==> config.mk <==
export PLATFORM = sky130hd
export DESIGN_NAME = imm_extend_pipe
export DESIGN_NICKNAME = d
export VERILOG_FILES = /design/src/rtl/imm_pkg.sv /design/src/rtl/imm_extend_core.sv /design/src/rtl/imm_extend_pipe.sv
export SDC_FILE = /design/constraint.sdc
export NUM_CORES = 1
export LEC_CHECK = 0
export ABC_CLOCK_PERIOD_IN_PS = 2900
export BUFFER_PORTS_ARGS = -buffer_cell sky130_fd_sc_hd__buf_2
export CAP_MARGIN = 30
export CORE_UTILIZATION = 57
export CTS_BUF_LIST = sky130_fd_sc_hd__clkbuf_2
export DETAILED_ROUTE_END_ITERATION = 10
export PLACE_DENSITY = 0.83
export RECOVER_POWER = 100
export SETUP_SLACK_MARGIN = 0.05
export SLEW_MARGIN = 20
export SYNTH_ARGS = -nofsm -noshare
export SYNTH_HDL_FRONTEND = slang
export SYNTH_SLANG_ARGS = --single-unit
==> constraint.sdc <==
create_clock -name clk_i -period 2.9 [get_ports clk_i]
set_input_delay 0.58 -clock clk_i [delete_from_list [all_inputs] [get_ports clk_i]]
set_output_delay 0.58 -clock clk_i [all_outputs]
set_load 0.03 [all_outputs]
==> src/rtl/imm_pkg.sv <==
// Shared types for the immediate-generator slice: immediate format selector and
// skid-buffer occupancy states.
package imm_pkg;

    typedef enum logic [2:0] {
        IMM_I = 3'd0,
        IMM_S = 3'd1,
        IMM_B = 3'd2,
        IMM_U = 3'd3,
        IMM_J = 3'd4
    } imm_src_e;

    typedef enum logic [1:0] {
        EMPTY = 2'd0,
        ONE   = 2'd1,
        FULL  = 2'd2
    } skid_state_e;

endpackage

==> src/rtl/imm_extend_core.sv <==
// Combinational I/S/B/U/J immediate reconstruction from instr[31:7], sign-extended
// from instr[31] to DATAWIDTH; reserved selectors yield zero and flag illegal_o.
module imm_extend_core
    import imm_pkg::*;
#(
    parameter int unsigned DATAWIDTH = 32
) (
    input  logic [31:0]          instr_i,
    input  logic [2:0]           imm_src_i,
    output logic [DATAWIDTH-1:0] imm_o,
    output logic                 illegal_o
);

    logic [31:0] imm32;
    logic        unused_opcode;

    // Opcode field carries no immediate bits.
    assign unused_opcode = ^instr_i[6:0];

    always_comb begin
        imm32     = '0;
        illegal_o = 1'b0;
        case (imm_src_e'(imm_src_i))
            IMM_I:   imm32 = {{20{instr_i[31]}}, instr_i[31:20]};
            IMM_S:   imm32 = {{20{instr_i[31]}}, instr_i[31:25], instr_i[11:7]};
            IMM_B:   imm32 = {{20{instr_i[31]}}, instr_i[7], instr_i[30:25], instr_i[11:8], 1'b0};
            IMM_U:   imm32 = {instr_i[31:12], 12'b0};
            IMM_J:   imm32 = {{12{instr_i[31]}}, instr_i[19:12], instr_i[20], instr_i[30:21], 1'b0};
            default: illegal_o = 1'b1;
        endcase
    end

    assign imm_o = DATAWIDTH'($signed(imm32));

endmodule

==> src/rtl/imm_extend_pipe.sv <==
// Registered immediate generator behind a valid/ready handshake with a 2-entry skid buffer.
// Optional IMM_ILLEGAL_CHK_EN adds the registered illegal_o flag for reserved selectors.
module imm_extend_pipe
    import imm_pkg::*;
#(
    parameter int unsigned DATAWIDTH = 32,
    parameter int unsigned TAG_W     = 32
) (
    input  logic                 clk_i,
    input  logic                 rst_n_i,
    input  logic                 flush_i,
    input  logic                 valid_i,
    output logic                 ready_o,
    input  logic [31:0]          instr_i,
    input  logic [2:0]           imm_src_i,
    input  logic [TAG_W-1:0]     tag_i,
    output logic                 valid_o,
    input  logic                 ready_i,
    output logic [DATAWIDTH-1:0] imm_o,
    output logic [TAG_W-1:0]     tag_o
`ifdef IMM_ILLEGAL_CHK_EN
    ,
    output logic                 illegal_o
`endif
);

    skid_state_e          state_q, state_d;
    logic [DATAWIDTH-1:0] main_imm_q, main_imm_d, skid_imm_q, skid_imm_d;
    logic [TAG_W-1:0]     main_tag_q, main_tag_d, skid_tag_q, skid_tag_d;
    logic [DATAWIDTH-1:0] dec_imm;
    logic                 dec_ill;
    logic                 accept, drain;
`ifdef IMM_ILLEGAL_CHK_EN
    logic                 main_ill_q, main_ill_d, skid_ill_q, skid_ill_d;
`else
    logic                 unused_dec_ill;
    assign unused_dec_ill = dec_ill;
`endif

    imm_extend_core #(
        .DATAWIDTH(DATAWIDTH)
    ) u_core (
        .instr_i  (instr_i),
        .imm_src_i(imm_src_i),
        .imm_o    (dec_imm),
        .illegal_o(dec_ill)
    );

    assign ready_o = (state_q != FULL);
    assign valid_o = (state_q != EMPTY);
    assign accept  = valid_i && ready_o;
    assign drain   = valid_o && ready_i;

    always_comb begin
        state_d    = state_q;
        main_imm_d = main_imm_q;
        main_tag_d = main_tag_q;
        skid_imm_d = skid_imm_q;
        skid_tag_d = skid_tag_q;
`ifdef IMM_ILLEGAL_CHK_EN
        main_ill_d = main_ill_q;
        skid_ill_d = skid_ill_q;
`endif
        if (flush_i) begin
            state_d    = EMPTY;
            main_imm_d = '0;
            main_tag_d = '0;
            skid_imm_d = '0;
            skid_tag_d = '0;
`ifdef IMM_ILLEGAL_CHK_EN
            main_ill_d = 1'b0;
            skid_ill_d = 1'b0;
`endif
        end else begin
            case (state_q)
                EMPTY: if (accept) begin
                    state_d    = ONE;
                    main_imm_d = dec_imm;
                    main_tag_d = tag_i;
`ifdef IMM_ILLEGAL_CHK_EN
                    main_ill_d = dec_ill;
`endif
                end
                ONE: begin
                    // Simultaneous accept and drain reloads main; lone accept parks in skid.
                    if (accept && drain) begin
                        main_imm_d = dec_imm;
                        main_tag_d = tag_i;
`ifdef IMM_ILLEGAL_CHK_EN
                        main_ill_d = dec_ill;
`endif
                    end else if (accept) begin
                        state_d    = FULL;
                        skid_imm_d = dec_imm;
                        skid_tag_d = tag_i;
`ifdef IMM_ILLEGAL_CHK_EN
                        skid_ill_d = dec_ill;
`endif
                    end else if (drain) begin
                        state_d = EMPTY;
                    end
                end
                FULL: if (drain) begin
                    state_d    = ONE;
                    main_imm_d = skid_imm_q;
                    main_tag_d = skid_tag_q;
`ifdef IMM_ILLEGAL_CHK_EN
                    main_ill_d = skid_ill_q;
`endif
                end
                default: state_d = EMPTY;
            endcase
        end
    end

    always_ff @(posedge clk_i or negedge rst_n_i) begin
        if (!rst_n_i) begin
            state_q    <= EMPTY;
            main_imm_q <= '0;
            main_tag_q <= '0;
            skid_imm_q <= '0;
            skid_tag_q <= '0;
`ifdef IMM_ILLEGAL_CHK_EN
            main_ill_q <= 1'b0;
            skid_ill_q <= 1'b0;
`endif
        end else begin
            state_q    <= state_d;
            main_imm_q <= main_imm_d;
            main_tag_q <= main_tag_d;
            skid_imm_q <= skid_imm_d;
            skid_tag_q <= skid_tag_d;
`ifdef IMM_ILLEGAL_CHK_EN
            main_ill_q <= main_ill_d;
            skid_ill_q <= skid_ill_d;
`endif
        end
    end

    assign imm_o = main_imm_q;
    assign tag_o = main_tag_q;
`ifdef IMM_ILLEGAL_CHK_EN
    assign illegal_o = main_ill_q;
`endif

endmodule

==> metrics.md <==
| Metric | Value |
|---|---|
| Status | completed |
| Number of global-route vias before repair | around 5500 |
| Yosys top cell area share | about 51% |
| Crit Path Class | reg -> out |
| CTS tree | built |
| Net Sw Frac | between 40% and 50% |
| Largest net degree at the start of global routing | 53 |
| Synth top area cells | dfrtp_1 51%, mux2i_1 5.5%, a21oi_1 5.1% |
| Core box area | ~0.011 mm^2 |
| R2R depth | 7 |
| Worst-Skew Late Latency | ~0.7 ns |
| Die area | roughly 0.012 mm^2 |
| Comb power frac | between 30% and 40% |
| PwrDens | about 830 mW/mm^2 |
| CTS Sinks | 130 |
| Die span in y | about 110 um |
| Initial DRC Count | 415 |
| Initial core utilization | between 50% and 60% |
| Setup violators final | 0 |
| Top_reg_cell synth | dfrtp_1 |
| Clock Path Buffers | 2 |
| CP Depth | 5 |
| Drt drc | 0 |
| Critical Path, Cell by Cell | inv_1 > ha_4 > buf_12 > clkinv_1 > buf_2 |
| Worst setup SP type | flip-flop |
| Unrepaired setup endpoints after global routing | no |
| H-tree depth | 4 |
| Yosys cell types | 46 |
| Sequential share of the synthesized area | roughly 51% |
| WP buf/inv | 4 |
| Vias/cell | ~6.1 |
| First-pass GRT wire length | about 26000 um |
| Skew final | around 0.027 ns |
| Slowest stage delay, CP | 0.45 ns |
| Area leader, netlist | dfrtp_1 |
| DR vias | between 5000 and 6000 |
| Clk pwr share | between 20% and 30% |
| I/O pins | around 140 |
| Setup TNS | 0 ns |
| FFs w/ async S/R, synth | 100.0% |
| Max FO, Critical Path | 33 |
| # diodes | 0 |
| Final net count | roughly 840 |
| Net count after synthesis | around 730 |
| GR Overflow Total | 0 |
| Slowest-stage cell, CP | dfrtp_1 |
| Layout cells sized above 1 | around 16% |
| Hold path cells | 3 |
| Req. time, crit path | 2.32 ns |
| Dpl cell area | 0.007147 mm^2 |
| Internal power | roughly 0.0035 W |
| Switching power | approximately 0.0026 W |
| Sequential fraction of design power | between 30% and 40% |
| Post-route cell area | roughly 0.0073 mm^2 |
| CP arrival | roughly 2.1 ns |
| Post-synth EDFFs | 0 |
| Fin crit period | 2.662 ns |
| Worst slew pin tran | 1.240 ns |
| Syn_area_per_cell | about 9.7 um^2 |
| Detail Route Antenna Nets | 0 |
| Routability-driven placement congestion ratio | about 0.82 |
| Max-cap violations | 0 |
| Post-Route WL | around 16000 um |
| DR WL/cell | about 18 um |
| Global-route usage over all layers | between 20% and 30% |
| Fmax | approximately 0.38 GHz |
| Fin. max-slew vios | 0 |
| Root Buffer Master | clkbuf_2 |
| Synthesized area | between 0.006 and 0.007 mm^2 |
| Top delay family on crit path | buffers and inverters |
| Dpl hpwl | approximately 11000 um |
| Leakage power | 3.209 nW |
| Site row count | 38 |
| Area Growth Syn to Fin | 15.09% |
| Worst-path clk slew | around 0.19 ns |
| Relative slew slack | between 10% and 20% |
| Cells after synthesis | approximately 660 |
| Final hold violations | 0 |
| Type of the most critical hold path | in -> reg |
| Worst IR drop on VDD | between 0.3 and 0.4 mV |
| Num CTS Buffers | 17 |
| Synthesis-stage register bit count | 130 |
| CP endpoint kind | primary output |
| Yosys warns | 0 |
| Pre-antenna DRT Iters | 7 |
| IO buf count | 130 |
| Die Width | ~110 um |
| Period utilization | just over 90% |
| Number of antenna violations at the first check in global routing | 0 |
-- sequential cells by signal, indices dropped and copies added (netlist names) --
name        cells
tag_o          32
imm_o          32
skid_tag_q     32
skid_imm_q     32
state_q         2
-- area by class of cell --
cell class | instances | area, um^2
Tap cell | 140 | 175.2
Fill cell | 904 | 3512
Clock inverter | 15 | 215.2
Clock buffer | 17 | 85.08
Sequential cell | 130 | 3253
Inverter | 18 | 67.56
Timing Repair Buffer | 151 | 754.5
Multi-Input combinational cell | 448 | 2778
-- power groups by stage --
stage / Combinational [W] / Sequential [W] / Clock, W
after floorplan: 0.00117 / 0.00295 / 0
final: 0.00235 / 0.00242 / 0.00133
after global routing: 0.00254 / 0.00246 / 0.00145
after CTS: 0.00245 / 0.00241 / 0.00136
after detailed placement: 0.00244 / 0.00244 / 0
after global placement: 0.00237 / 0.00242 / 0
-- synth_stat cells, types with 6 or more instances --
library cell / instances
nand2b_1: 6
nor3_1: 58
a221oi_1: 16
dfrtp_1: 130
a22oi_1: 6
nor2b_1: 6
buf_2: 28
o32ai_1: 8
a311oi_1: 8
nor2_1: 60
a211oi_1: 37
nand2_1: 73
mux2_4: 10
clkbuf_1: 31
mux2i_1: 35
o21ai_0: 6
and2_1: 6
a21oi_1: 65
inv_1: 17
-- routing by layer --
layer,vias to the layer above,track usage (%),wire length (um)
met5,-,0,0
met4,0,11.64,295
met3,33,8.596,1341
met2,263,47.21,7997
met1,2734,37.59,6525
li1,2571,-,-
-- kinds of logic (layout without fill, tap and decap cells) --
group,Yosys count,in the layout,share of synthesized area [%]
adders and majority gates,5,5,0.9629
and+or+nand+nor,230,230,16.60
muxes,50,50,8.744
buffers and inverters,78,201,5.266
DFF,130,130,51.09
AOI/OAI and AO/OA,162,162,17.19
xor gates and xnor gates,1,1,0.1376
-- placed cells by master (no fill, tap or decap), types with 2 or more instances in the layout --
| cell type | n |
|---|---|
| and2_1 | 6 |
| nand3b_1 | 2 |
| a32o_1 | 4 |
| and3b_1 | 2 |
| a211oi_1 | 37 |
| nor4bb_1 | 3 |
| nor2_1 | 60 |
| clkbuf_2 | 20 |
| clkinv_2 | 4 |
| nand2_1 | 71 |
| buf_12 | 3 |
| clkinv_4 | 3 |
| nor2b_1 | 6 |
| ha_1 | 3 |
| clkinv_1 | 2 |
| mux2i_1 | 35 |
| a22oi_1 | 6 |
| o221ai_1 | 5 |
| o32ai_1 | 8 |
| a21oi_1 | 65 |
| dfrtp_1 | 130 |
| bufinv_16 | 5 |
| nor3_1 | 58 |
| nor3b_1 | 2 |
| clkbuf_1 | 67 |
| mux2_2 | 5 |
| o21ai_0 | 6 |
| inv_1 | 17 |
| mux2_1 | 10 |
| buf_4 | 13 |
| or3_1 | 2 |
| nand3_1 | 3 |
| a221oi_1 | 16 |
| buf_2 | 64 |
| nand2b_1 | 6 |
| a311oi_1 | 8 |
| a21o_1 | 2 |
| clkinvlp_4 | 2 |
-- per-stage QoR --
step / worst slack, ns / total power (W) / util, % / hold WS, ns / instances
floorplan: 0.8417 / 0.004123 / - / 0.2844 / 656
global placement: 0.3379 / 0.004782 / 65.93 / 0.4881 / 885
detailed placement: 0.2263 / 0.004879 / 65.93 / 0.4911 / 885
CTS: 0.05529 / 0.006213 / 68.86 / 0.03838 / 918
global route: 0.06284 / 0.006441 / 67.60 / 0.01092 / 919
finish: 0.2376 / 0.006095 / 67.60 / 0.1001 / 919
-- what timing repair did --
item,CTS,global route
setup buffers,0,1
resized for setup,2,2
endpoints found under the hold margin,48,0
endpoints found under the setup margin,1,23
hold buffers,1,0
pin swaps,0,1
-- path summary, 6_finish.rpt --
| path | startpoint | to | slack [ns] |
|---|---|---|---|
| max in group asynchronous | rst_n_i | imm_o[7] | 0.46 |
| setup / recovery | state_q[0] | ready_o | 0.24 |
| setup reg to reg | state_q[0] | imm_o[11] | 0.24 |
| hold / removal | tag_i[19] | skid_tag_q[19] | 0.10 |
| hold reg to reg | imm_o[19] | imm_o[19] | 0.52 |
| min in group asynchronous | rst_n_i | imm_o[13] | 0.65 |
-- worst reg2reg max path: stages, from the launching register on --
cell	delay, ns
dfrtp_1	0.45
inv_1	0.15
ha_1	0.29
mux2i_1	0.36
nor3_4	0.05
clkbuf_2	0.65
o221ai_1	0.48
a21oi_1	0.12
Note: power is estimated with default switching activity, not from simulation.
